$ cat config.mk
export PLATFORM = sky130hd
export DESIGN_NAME = md5_guess_generator
export DESIGN_NICKNAME = d
export VERILOG_FILES = /design/src/rtl/md5_guess_generator.sv
export SDC_FILE = /design/constraint.sdc
export NUM_CORES = 1
export LEC_CHECK = 0
export CAP_MARGIN = 0
export CORE_UTILIZATION = 35
export DETAILED_ROUTE_END_ITERATION = 10
export GPL_TIMING_DRIVEN = 0
export SKIP_CTS_REPAIR_TIMING = 1
export SLEW_MARGIN = 20
export SYNTH_ARGS = -nofsm -noshare
export SYNTH_HDL_FRONTEND = slang
export SYNTH_SLANG_ARGS = --single-unit
$ cat constraint.sdc
create_clock -name clk -period 7.6 [get_ports clk]
set_input_delay 1.14 -clock clk [delete_from_list [all_inputs] [get_ports clk]]
set_output_delay 1.14 -clock clk [all_outputs]
set_load 0.01 [all_outputs]
$ cat src/rtl/md5_guess_generator.sv
// Brute-force keyspace enumerator: emits one unpadded, MSB-first packed
// candidate per accepted cycle over [charmin, charmax], lengths start_len..max_len.
module md5_guess_generator #(
  parameter int unsigned COUNT_WIDTH   = 48,
  parameter int unsigned MAX_GUESS_LEN = 15
) (
  input  logic                   clk,
  input  logic                   rst,
  input  logic                   start,
  input  logic [3:0]             start_len,
  input  logic [3:0]             max_len,
  input  logic [7:0]             charmin,
  input  logic [7:0]             charmax,
  input  logic                   advance,
  output logic [127:0]           guess,
  output logic [3:0]             guesslen,
  output logic                   guess_valid,
  output logic                   busy,
  output logic                   done,
  output logic                   cfg_err,
  output logic [COUNT_WIDTH-1:0] count
);

  localparam int unsigned NPOS = 16;

  typedef enum logic [1:0] {IDLE, RUN, DONE} state_t;

  state_t                 state, state_d;
  logic [3:0]             max_len_q, max_len_d;
  logic [7:0]             cmin_q, cmin_d;
  logic [7:0]             cmax_q, cmax_d;
  logic [127:0]           guess_d;
  logic [3:0]             guesslen_d;
  logic                   guess_valid_d, busy_d, done_d, cfg_err_d;
  logic [COUNT_WIDTH-1:0] count_d;

  logic [127:0]           inc_guess;
  logic                   wrap;
  logic                   cfg_bad;

  // Fill the first len positions with ch, zero the rest.
  function automatic logic [127:0] fill(input logic [3:0] len, input logic [7:0] ch);
    logic [127:0] g;
    g = '0;
    for (int i = 0; i < 16; i++)
      if (4'(i) < len) g[8*(15-i) +: 8] = ch;
    return g;
  endfunction

  // Odometer step with position 0 as the least-significant digit.
  always_comb begin
    logic carry;
    inc_guess = guess;
    carry     = 1'b1;
    for (int i = 0; i < 16; i++) begin
      if (carry && (4'(i) < guesslen)) begin
        if (guess[8*(15-i) +: 8] == cmax_q) begin
          inc_guess[8*(15-i) +: 8] = cmin_q;
        end else begin
          inc_guess[8*(15-i) +: 8] = guess[8*(15-i) +: 8] + 8'd1;
          carry = 1'b0;
        end
      end
    end
    wrap = carry;
  end

  assign cfg_bad = (start_len == 4'd0) || (start_len > max_len) ||
                   ({1'b0, max_len} > 5'(MAX_GUESS_LEN)) || (charmin > charmax);

  always_ff @(posedge clk or posedge rst) begin
    if (rst) state <= IDLE;
    else     state <= state_d;
  end

  // Next-state and next-output logic; start overrides everything.
  always_comb begin
    state_d       = state;
    max_len_d     = max_len_q;
    cmin_d        = cmin_q;
    cmax_d        = cmax_q;
    guess_d       = guess;
    guesslen_d    = guesslen;
    guess_valid_d = guess_valid;
    busy_d        = busy;
    done_d        = done;
    cfg_err_d     = cfg_err;
    count_d       = count;

    case (state)
      RUN: begin
        if (advance) begin
          count_d = (&count) ? count : count + COUNT_WIDTH'(1);
          if (wrap && (guesslen == max_len_q)) begin
            state_d       = DONE;
            guess_valid_d = 1'b0;
            busy_d        = 1'b0;
            done_d        = 1'b1;
          end else if (wrap) begin
            guesslen_d = guesslen + 4'd1;
            guess_d    = fill(guesslen + 4'd1, cmin_q);
          end else begin
            guess_d = inc_guess;
          end
        end
      end
      default: ;
    endcase

    if (start) begin
      max_len_d = max_len;
      cmin_d    = charmin;
      cmax_d    = charmax;
      count_d   = '0;
      if (cfg_bad) begin
        state_d       = DONE;
        guess_d       = '0;
        guesslen_d    = 4'd0;
        guess_valid_d = 1'b0;
        busy_d        = 1'b0;
        done_d        = 1'b1;
        cfg_err_d     = 1'b1;
      end else begin
        state_d       = RUN;
        guess_d       = fill(start_len, charmin);
        guesslen_d    = start_len;
        guess_valid_d = 1'b1;
        busy_d        = 1'b1;
        done_d        = 1'b0;
        cfg_err_d     = 1'b0;
      end
    end
  end

  always_ff @(posedge clk or posedge rst) begin
    if (rst) begin
      max_len_q   <= 4'd0;
      cmin_q      <= 8'd0;
      cmax_q      <= 8'd0;
      guess       <= '0;
      guesslen    <= 4'd0;
      guess_valid <= 1'b0;
      busy        <= 1'b0;
      done        <= 1'b0;
      cfg_err     <= 1'b0;
      count       <= '0;
    end else begin
      max_len_q   <= max_len_d;
      cmin_q      <= cmin_d;
      cmax_q      <= cmax_d;
      guess       <= guess_d;
      guesslen    <= guesslen_d;
      guess_valid <= guess_valid_d;
      busy        <= busy_d;
      done        <= done_d;
      cfg_err     <= cfg_err_d;
      count       <= count_d;
    end
  end

  logic unused_npos;
  assign unused_npos = (NPOS == 16);

endmodule

=== Yosys cells after proc, flatten, opt, wreduce, memory -nomap -nowiden ===
Cells that the tools add are included.

* Register bits after elaboration: 205
* Latch bits: 0
* Memory bits (writable): 0
* Memory bits (read-only): 0
* Bits of input ports: 28
* Logic and storage cells: 299
* Memories kept: 0

* $add $sub $neg: 18
* $mul: 0
* Divide/modulo/power cells: 0
* Order comparisons: 50
* Equal/unequal tests: 20
* Shifts and indexed selects: 0
* Multiplexer cells: 127
* Bitwise operators: 0
* Reduce and logical (&&, ||, !) cells: 59

{| class="wikitable"
|+ Operator list
! operator !! number
|-
| $mux 128 || 6
|-
| $mux 8 || 64
|-
| $mux 48 || 4
|-
| $add 8x1->8 const B || 16
|-
| $eq 8x8->1 || 16
|-
| $lt 4x4->1 const A || 24
|-
| $reduce_and 4->1 || 17
|-
| $add 48x1->48 const B || 1
|-
| $lt 3x4->1 const A || 12
|-
| $reduce_and 48->1 || 1
|-
| $reduce_bool 3->1 || 16
|-
| $mux 1 || 42
|-
| $lt 1x4->1 const A || 6
|-
| $lt 2x4->1 const A || 6
|-
| $mux 4 || 6
|-
| $logic_and 1x1->1 || 16
|-
| $mux 2 || 5
|-
| $gt 8x8->1 || 1
|-
| $reduce_bool 2->1 || 4
|-
| $reduce_and 3->1 || 2
|-
| $add 4x1->4 const B || 1
|-
| $eq 4x4->1 || 1
|-
| $gt 4x4->1 || 1
|-
| $logic_not 4->1 || 1
|-
| other kinds (3) || 5
|}

=== Logic depth before layout (Yosys ltp) ===
* Word-level depth: 38
* Gate-level depth with buffers: 15

=== Least setup slack after synthesis ===
Ideal clock, no wire load.

* Path type: input -> register
* From: input charmax[1]
* To: register guess[25]
* Setup time: 88 ps
* Data arrival time: 3323 ps
* Required time: 7512 ps
* Path slack: 4189 ps
* Stages: 13
* Cell sequence: inv_1 > ha_1 > nor2b_1 > o21a_1 > o21a_1 > o21ai_0 > a21oi_1 > nor2_1 > clkbuf_1 > clkbuf_1 > clkbuf_1 > nand4_1 > a41oi_1

* Word-level cells in the longest chain between the ends: 4

{| class="wikitable"
|+ RTL lines
! element !! line !! source
|-
| from (decl) || 13 || <nowiki>input logic [7:0] charmax,</nowiki>
|-
| $gt 8x8->1 || 69 || <nowiki>({1'b0, max_len} > 5'(MAX_GUESS_LEN)) || (charmin > charmax);</nowiki>
|-
| $logic_or 1x1->1 || 69 ||
|-
| $mux 128 || 115 || <nowiki>if (cfg_bad) begin</nowiki>
|-
| $mux 128 || 110 || <nowiki>if (start) begin</nowiki>
|-
| to (signal assigned) || 151 || <nowiki>guess <= guess_d;</nowiki>
|-
| to (decl) || 15 || <nowiki>output logic [127:0] guess,</nowiki>
|}

Every way passes these cells.
A chain may end at the register's enable or synchronous reset.

=== Final worst setup path ===
* From: input charmin[1]
* To: register guess[41]

* Word-level cells in the longest chain between the ends: 4
* Elaborated cells on any way between the ends: 5
* Classes of those cells: order compare: 1; mux: 3; reduce/logical: 1

{| class="wikitable"
|+ RTL lines
! element !! line !! source
|-
| from (decl) || 12 || <nowiki>input logic [7:0] charmin,</nowiki>
|-
| $gt 8x8->1 || 69 ||
|-
| $logic_or 1x1->1 || 69 ||
|-
| $mux 128 (*) || 115 ||
|-
| $mux 128 (*) || 110 ||
|}

Every way passes the cells marked *; elsewhere a longest branch is shown, timed or not.

==> results.sh <==
export IMPL_status="completed"
export IMPL_synthTopCellsByCount="237 x nor2_1, 203 x dfrtp_1, 138 x nand2_1"
export IMPL_synth_top_family_by_area="simple AND/OR/NAND/NOR gates"
export IMPL_crit_type="primary input to flip-flop"
export IMPL_start_kind="primary input"
export IMPL_ys_ff_latch=203
export IMPL_crit_fanout=10
export IMPL_rsz0062_at_grt="no"
export IMPL_clkTransAtPathRegs_ns=0.06
export IMPL_synth_most_common_cell="nor2_1"
export IMPL_maxSlewHeadroom_pct=15.9
export IMPL_crit_cells=13
export IMPL_first_pass_iters=9
export IMPL_grt_max_degree=79
export IMPL_min_delay_start="guess[2]"
export IMPL_crit_slowest_cell="clkdlybuf4s50_1"
export IMPL_peakVddDrop_mv=0.212
export IMPL_grt_pass1_wl_mm=107
export IMPL_vias_per_cell=6.05
export IMPL_r2r_end="guess[58]"
export IMPL_slew_viol_final=0
export IMPL_ant_nets=0
export IMPL_synth_top_cell_by_area="dfrtp_1"
export IMPL_dp_hpwl_mm=52.4
export IMPL_final_cell_area_sq_um=19100
export IMPL_antenna_found_initial=0
export IMPL_first_iter_violations=1851
export IMPL_fin_util_pct=44.3
export IMPL_r2r_cells=12
export IMPL_clk_latency_ns=0.60
export IMPL_synth_area_sq_um=15300
export IMPL_synth_ff_type="dfrtp_1"
export IMPL_track_usage_pct=33.0
export IMPL_areaGrowthSynthToFinish_pct=24.8
export IMPL_grt_pass1_vias=15600
export IMPL_wl_per_cell_um=27.7
export IMPL_fp_coreArea_sq_um=43200
export IMPL_cts_tree="done"
export IMPL_cellPowerDensity_nw_per_um2=255
export IMPL_drcViolationCount=0
export IMPL_synthSimpleGateAreaFrac_pct=22.3
export IMPL_synthesis_nets=1887
export IMPL_synthArstFlopShare_pct=100
export IMPL_ys_types=88
export IMPL_synth_xor_area_share_pct=14.3
export IMPL_rows=76
export IMPL_cp_end_kind="flip-flop"
export IMPL_synthTopCellsByArea="dfrtp_1 33%, xor2_1 7.4%, xnor2_1 6.6%"
export IMPL_htreeDepth=1
export IMPL_cap_violations=0
export IMPL_setup_viol=0
export IMPL_r2r_start="guesslen[0]"
export IMPL_worst_pin_slew_ns=1.26
export IMPL_port_buffers=211
export IMPL_holdPathEnd="guess[2]"
export IMPL_hold_path_class="flip-flop to flip-flop"
export IMPL_numCtsBuffers=26
export IMPL_fin_nets=2128
export IMPL_clock_skew_ns=0.0479
export IMPL_leakagePower_nw=7.56
export IMPL_hold_viol_final=0
export IMPL_synth_compound_area_share_pct=19.6
export IMPL_synth_yosys_seq_area_share_pct=33.2
export IMPL_path_buf_inv=4
export IMPL_vias=16200
export IMPL_cts_buffer_depth=3
export IMPL_syn_area_per_cell_sq_um=8.38
export IMPL_netlist_instances=1828
export IMPL_synthMuxAreaShare_pct=1.94
export IMPL_fmax_mhz=177
export IMPL_grt_remaining_overflow=0
export IMPL_cp_common_cell="clkbuf_1"
export IMPL_die_area_sq_um=44600
export IMPL_ff2ff_setup_slack_ns=2.34
export IMPL_placed_area_sq_um=18200
export IMPL_netlist_area_leader_share_pct=33.2
export IMPL_cp_arrival_ns=6.11
export IMPL_min_period_ns=5.64
export IMPL_fin_crit_sh_pct=74.2
export IMPL_cts_root_buf="clkbuf_16"
export IMPL_setup_tns_ns=0
export IMPL_crit_chain="clkdlybuf4s50_1 -> ha_1 -> nor2b_1 -> o21a_1 -> o21a_1 -> o21ai_0 -> a21oi_1 -> nor2_1 -> clkbuf_1 -> clkbuf_1 -> clkbuf_1 -> nand4_1 -> a31oi_1"
export IMPL_yosysWarnings=0
export IMPL_crit_family="buffers and inverters"
export IMPL_crit_required_ns=8.08
export IMPL_die_w_um=211
export IMPL_fp_dieH_um=211
export IMPL_start_util_pct=35.5
export IMPL_drive_gt1_share_pct=8.19
export IMPL_gp_congestion=1.01
export IMPL_pin_count=212
export IMPL_slowest_delay_ns=0.98
export IMPL_synth_edf_count=0
export IMPL_synthAdderAreaFrac_pct=2.53
export IMPL_cts_sinks=203
export IMPL_routed_wl_mm=74.1
export IMPL_holdPathStages=1
[registers in the layout (all words and copies together), names as in the netlist]
name       cells
state          1
cmax_q         8
cmin_q         8
guesslen       4
max_len_q      4
count         48
cfg_err        1
busy           1
guess        128
[final cells by class]
class,instances,area [sq um]
flip-flops and latches,203,5080
plain buffers,137,763
clock inverters,11,133
well taps,585,732
clock buffers,36,748
inverters,49,191
multi-input cells,1439,9300
diodes,3,7.51
fillers,4374,24000
repair buffers,213,2170
[per-layer routing]
| layer | share of wire (%) | GRT usage [%] |
|---|---|---|
| met5 | 0 | 0 |
| met4 | 5.6 | 16.5 |
| met3 | 10 | 7.20 |
| met2 | 44 | 50.2 |
| met1 | 40 | 43.9 |
[cell usage in the layout, fill, tap and decap left out, types with 18 or more instances in the layout]
master           synthesis  final
a211oi_1                22     22
nand2_1                138    138
nor2_1                 237    237
buf_2                   27     27
and3_1                  48     48
dfrtp_1                203    203
inv_1                   47     46
nand3_1                 90     90
nor4_1                  20     20
clkbuf_16                0     26
a21oi_1                123    123
buf_6                   18     18
nor3_1                  20     19
and2_1                  24     24
xnor2_1                116    116
xor2_1                 130    130
mux2_2                  22     22
a221oi_1                25     25
clkbuf_1                67     71
a31oi_1                 45     45
nand4_1                 43     43
ha_1                    31     31
a222oi_1                28     28
clkdlybuf4s50_1          0    211
o21ai_0                 52     52
[logic make-up after synthesis]
kind of cell    Yosys count
simple gates            701
compound gates          432
xor+xnor                248
flops                   203
buf+inv                 186
fa+ha+maj                31
mux                      27
[per-stage QoR]
stage               hold slack [ns]  setup WS, ns  cells  power [W]
global placement              0.469         -2.48   2624    0.00351
finish                        0.483          1.96   2676    0.00487
global route                  0.518          1.92   2673    0.00509
detailed placement            0.470          1.66   2626    0.00353
CTS                           0.489          2.22   2673    0.00484
floorplan                     0.480         0.921   1828    0.00265
[report_power, final]
part / switching, W / internal (W)
clock network: 0.000546 / 0.000756
logic: 0.00109 / 0.000872
registers: 0.000345 / 0.00126
[worst max-delay path by stage]
stage | end | from
after floorplan | busy | rst
after global placement | guess[109] | rst
after detailed placement | guess[41] | charmin[1]
after CTS | guess[41] | charmin[1]
after global routing | guess[25] | charmin[1]
final | guess[41] | charmin[1]
Power figures use the tool's default switching activity.
==> RTL change 1, RTL diff (same settings) <==
`COUNT_WIDTH`: 48 -> 52.
--- a/src/rtl/md5_guess_generator.sv
+++ b/src/rtl/md5_guess_generator.sv
@@ -1,7 +1,7 @@
 // Brute-force keyspace enumerator: emits one unpadded, MSB-first packed
 // candidate per accepted cycle over [charmin, charmax], lengths start_len..max_len.
 module md5_guess_generator #(
-  parameter int unsigned COUNT_WIDTH   = 48,
+  parameter int unsigned COUNT_WIDTH   = 52,
   parameter int unsigned MAX_GUESS_LEN = 15
 ) (
   input  logic                   clk,
Interface: changed (resized count); port bits go from 212 to 216. No check against the original RTL was run, so the function may have changed too.
==> RTL change 1 against the unedited design <==
- synthesized cell count up 4.5%
- die area up 3.1%
- wire length about the same
- sequential cell count up 4
- via count up 2.6%
- setup slack better by 980 ps
- critical path depth down 1
- non-clock buffer count up 18
- design area up 2.6%
- cell count up 3.3%
- area after synthesis up 3.2%
- power about the same
==> RTL change 1: results (changes against the unedited design) <==
- Largest regs: guess: 128 flops, count: 52 flops (was guess: 128 flops, count: 48 flops)
- Final min period: 4650 ps (was 5640 ps)
- Dominant synthesized flop cell: dfrtp_1 (unchanged)
- Initial antenna violation count: 2 (was 0)
- Worst VDD drop: 0.180 mV (was 0.212 mV)
- Crit path max fanout: 10 (unchanged)
- LEAKAGE: 7.83 nW (was 7.56 nW)
- Largest net degree at the start of global routing: 98 (was 79)
- Vias: 16.6k (was 16.2k)
- Synth Warn #: 0 (unchanged)
- Nets: 2215 (was 2128)
- Clock Skew: 14.0 ps (was 47.9 ps)
- Reg2reg start: guesslen[1] (was guesslen[0])
- Gpl congestion: 1.04 (was 1.01)
- Crit Reg-Reg Endpoint: guess[16] (was guess[58])
- Vias in the first global route: 16.0k (was 15.6k)
- Worst-path clk slew: 60 ps (about the same)
- Worst Hold Class: flop to flop (unchanged)
- Final-layout fill cell count: 4427 (was 4374)
- Routed WL: 74100 µm (about the same)
- Port buffer count: 214 (was 211)
- First-pass GRT wire length: 108000 µm (was 107000 µm)
- Post-DP HPWL: 54000 µm (was 52400 µm)
- Cells after synthesis: 1911 (was 1828)
- Layout cell share with drive strength beyond 1: 8.56% (was 8.19%)
- Most frequent cells after synthesis: nor2_1 (219), dfrtp_1 (207), nand2_1 (192) (was nor2_1 (237), dfrtp_1 (203), nand2_1 (138))
- CTS max path bufs: 3 (unchanged)
- DRT Pass-1 Iters: 6 (was 9)
- CP top delay family: buffers and inverters (unchanged)
- Starting DRC count in detailed routing: 2148 (was 1851)
- Post-synth EDFFs: 0 (unchanged)
- Slew @ Worst Pin: 1140 ps (was 1260 ps)
- CP max stage cell: clkbuf_1 (was clkdlybuf4s50_1)
- Syn_nets: 1970 (was 1887)
- Worst-Skew Late Latency: 570 ps (was 600 ps)
- Data arrival time of the critical path: 5100 ps (was 6110 ps)
- DR vias/cell: 6.01 (was 6.05)
- Yosys cell types: 81 (was 88)
- WS Path Type: flop to flop (was primary input to flop)
- Dpl cells: 2719 (was 2626)
- Status: finished, final reports clean (unchanged)
- Seq/Total Area, Yosys: 32.8% (was 33.2%)
- Synth top area cells: dfrtp_1 (33%), xor2_1 (9.5%), nor2_1 (5.2%) (was dfrtp_1 (33%), xor2_1 (7.4%), xnor2_1 (6.6%))
- Synth async-reset ratio: 100% (unchanged)
- GRT Resource Usage Total: 31.5% (was 33.0%)
- Pre-CTS WS: 2600 ps (was 1660 ps)
- TritonCTS buffer count: 27 (was 26)
- Dpl cell area: 18800 µm² (was 18200 µm²)
- H-tree levels: 1 (unchanged)
- CP max stage delay: 720 ps (was 980 ps)
- Root buf cell: clkbuf_16 (unchanged)
==> RTL change 1: cell count changes after synthesis, sizes merged, moves of 22 or more <==
cell / before / now
xor2: 130 / 171
a21oi: 132 / 93
o21ai: 57 / 104
xnor2: 118 / 79
a222oi: 28 / 6
nand2: 140 / 194
==> RTL change 1: power breakdown <==
group / total (mW) / internal [mW] / switching [mW]
registers: 1.63 / 1.28 / 0.352
logic: 1.94 / 0.860 / 1.08
clock network: 1.30 / 0.761 / 0.538
total: 4.87 / 2.90 / 1.97
==> RTL change 1: logic make-up after synthesis <==
family,synth area share (%)
AOI/OAI and AO/OA,20.2
buffers and inverters,6.27
DFF,32.8
and+or+nand+nor,21.7
adders and majority gates,2.45
xor gates and xnor gates,13.9
muxes,2.76
==> RTL change 1: layout make-up <==
class | count | area, µm² | share of cell area, %
Buffer | 152 | 811 | 4.13
Clock buffer | 37 | 763 | 3.89
Multi-Input combinational cell | 1504 | 9640 | 49.1
Tap cell | 592 | 741 | 3.78
Antenna cell | 1 | 2.50 | 0.0128
Sequential cell | 207 | 5180 | 26.4
Clock inverter | 8 | 95.1 | 0.485
Timing Repair Buffer | 216 | 2200 | 11.2
Inverter | 48 | 188 | 0.957
==> RTL change 1: worst min-delay path by stage <==
stage | startpoint | to | slack, ps | cells past startpoint
detailed placement | guess[2] | guess[2] | 490 | 1
CTS | guess[2] | guess[2] | 500 | 1
global route | guess[2] | guess[2] | 510 | 1
finish | guess[2] | guess[2] | 500 | 1
floorplan | max_len_q[0] | max_len_q[0] | 500 | 1
global placement | cfg_err | cfg_err | 480 | 2
==> RTL change 1: routing by layer <==
layer  share of wire, %  GRT usage [%]  vias to the layer above
met5              0.023              0                        -
met4                5.4           15.2                        2
met3                9.4           5.90                      200
met2                 44           49.1                      918
met1                 41           41.8                     8153
li1                   -              -                     7342
==> RTL change 2, RTL diff (config.mk and constraints unchanged) <==
Without the edit above. Add an input register stage for `charmin`, with the module's reset; this delays it by one clock. The other inputs are not delayed to match. Comments in the files are not updated.
--- a/src/rtl/md5_guess_generator.sv
+++ b/src/rtl/md5_guess_generator.sv
@@ -24,6 +24,16 @@
   localparam int unsigned NPOS = 16;
 
   typedef enum logic [1:0] {IDLE, RUN, DONE} state_t;
+
+  logic [7:0] charmin_q;
+
+  always_ff @(posedge clk or posedge rst) begin
+    if (rst) begin
+      charmin_q <= '0;
+    end else begin
+      charmin_q <= charmin;
+    end
+  end
 
   state_t                 state, state_d;
   logic [3:0]             max_len_q, max_len_d;
@@ -66,7 +76,7 @@
   end
 
   assign cfg_bad = (start_len == 4'd0) || (start_len > max_len) ||
-                   ({1'b0, max_len} > 5'(MAX_GUESS_LEN)) || (charmin > charmax);
+                   ({1'b0, max_len} > 5'(MAX_GUESS_LEN)) || (charmin_q > charmax);
 
   always_ff @(posedge clk or posedge rst) begin
     if (rst) state <= IDLE;
@@ -109,7 +119,7 @@
 
     if (start) begin
       max_len_d = max_len;
-      cmin_d    = charmin;
+      cmin_d    = charmin_q;
       cmax_d    = charmax;
       count_d   = '0;
       if (cfg_bad) begin
@@ -122,7 +132,7 @@
         cfg_err_d     = 1'b1;
       end else begin
         state_d       = RUN;
-        guess_d       = fill(start_len, charmin);
+        guess_d       = fill(start_len, charmin_q);
         guesslen_d    = start_len;
         guess_valid_d = 1'b1;
         busy_d        = 1'b1;
Formal check against the unedited RTL: not equivalent (Yosys sat finds a counterexample within 4 cycles, from zero or initial values and one cycle with rst high).
==> RTL change 2 against the unedited design <==
- count of clock-buffer cells in the layout up 1
- design area up 0.57%
- setup slack worse by 250 ps
- area after synthesis up 0.39%
- power down 3.8%
- sequential cell count up 8
- wire length down 0.12%
==> RTL change 2: results (changes against the unedited design) <==
- Gpl congestion: 1.01 (about the same)
- Dominant synthesized flop cell: dfrtp_1 (unchanged)
- Data arrival time of the critical path: 6390 ps (was 6110 ps)
- Start point of the critical path: start_len[1] (was charmin[1])
- Hold path startpoint: guess[5] (was guess[2])
- Synth top area cells: dfrtp_1 (34%), xor2_1 (10%), nand2_1 (5.0%) (was dfrtp_1 (33%), xor2_1 (7.4%), xnor2_1 (6.6%))
- LEAKAGE: 7.87 nW (was 7.56 nW)
- Most frequent cells after synthesis: dfrtp_1 (211), nand2_1 (205), xor2_1 (177) (was nor2_1 (237), dfrtp_1 (203), nand2_1 (138))
- Reg2reg start: cmax_q[2] (was guesslen[0])
- Largest net degree at the start of global routing: 99 (was 79)
- Layout cell share with drive strength beyond 1: 8.11% (was 8.19%)
- Seq/Total Area, Yosys: 34.3% (was 33.2%)
- Post-DP HPWL: 51900 µm (was 52400 µm)
- Routed WL: 74000 µm (was 74100 µm)
- Clock Skew: 18.5 ps (was 47.9 ps)
- Worst VDD drop: 0.187 mV (was 0.212 mV)
- Status: finished, final reports clean (unchanged)
- Port buffer count: 210 (was 211)
- DR vias/cell: 6.11 (was 6.05)
- Syn avg cell area: 8.39 µm² (was 8.38 µm²)
- Syn_nets: 1893 (was 1887)
- Slew headroom: 11.4% (was 15.9%)
- Vias in the first global route: 15.9k (was 15.6k)
- GRT Resource Usage Total: 32.8% (was 33.0%)
- CP max stage delay: 780 ps (was 980 ps)
- DRT Pass-1 Iters: 7 (was 9)
- Starting DRC count in detailed routing: 1952 (was 1851)
- Wire per inst: 27.6 µm (was 27.7 µm)
- Yosys cell types: 71 (was 88)
- Internal power: 2.87 mW (was 2.88 mW)
- Dpl cells: 2631 (was 2626)
- Initial antenna violation count: 1 (was 0)
- First-pass GRT wire length: 107000 µm (about the same)
- Nets: 2136 (was 2128)
- TritonCTS buffer count: 28 (was 26)
- Diodes inserted: 0 (was 3)
RTL change 2: changes by cell type after synthesis, moves of 26 or more:
cell	delta
nand2_1	+67
o211ai_1	+26
a21oi_1	-35
xnor2_1	-49
o21ai_0	+53
nor2_1	-83
mux2_2	+31
xor2_1	+47
RTL change 2: layout make-up:
class / count / area (µm²)
buffer: 138 / 582
clock buffer: 37 / 776
clock inverter: 13 / 140
fill: 4389 / 23900
inverter: 44 / 173
multi-input combinational: 1441 / 9380
sequential: 211 / 5280
tap: 585 / 732
timing repair buffer: 213 / 2170
RTL change 2: cell families after synthesis:
kind of cell,share of synthesized area (%)
simple gates,20.1
flops,34.3
compound gates,19.5
xor+xnor,13.9
buf+inv,4.86
mux,4.79
fa+ha+maj,2.52
RTL change 2: final timing paths:
path / to / slack (ps) / depth (start not counted)
setup / recovery: guess[35] / 1710 / 13
hold / removal: guess[5] / 490 / 1
setup reg to reg: guess[62] / 2030 / 14
hold reg to reg: guess[5] / 490 / 1
max in group asynchronous: guess[47] / 5930 / 3
min in group asynchronous: count[13] / 890 / 2
RTL change 2: routing by layer:
| metal | global-route usage [%] | share of wire, % | up-vias |
|---|---|---|---|
| met5 | 0 | 0 | - |
| met4 | 20.4 | 6.6 | 0 |
| met3 | 9.21 | 12 | 244 |
| met2 | 49.3 | 43 | 1019 |
| met1 | 41.6 | 39 | 8025 |
| li1 | - | - | 7088 |
RTL change 2: power by group through the flow:
stage	sequential [mW]	clock (mW)	combinational, mW
after floorplan	1.60	0	0.891
after global placement	1.62	0	1.64
after detailed placement	1.62	0	1.66
after CTS	1.60	1.38	1.67
after global routing	1.64	1.43	1.82
final	1.61	1.37	1.70
RTL change 2: through the flow:
| stage | setup TNS (ps) | util (%) | setup slack [ps] | hold WS [ps] | instance area [µm²] |
|---|---|---|---|---|---|
| floorplan | 0 | - | 694 | 502 | 15400 |
| global placement | -552750 | 42.2 | -2650 | 471 | 18200 |
| detailed placement | 0 | 42.4 | 1380 | 471 | 18300 |
| CTS | 0 | 44.5 | 1960 | 491 | 19200 |
| global route | 0 | 44.5 | 1750 | 508 | 19200 |
| finish | 0 | 44.5 | 1710 | 489 | 19200 |
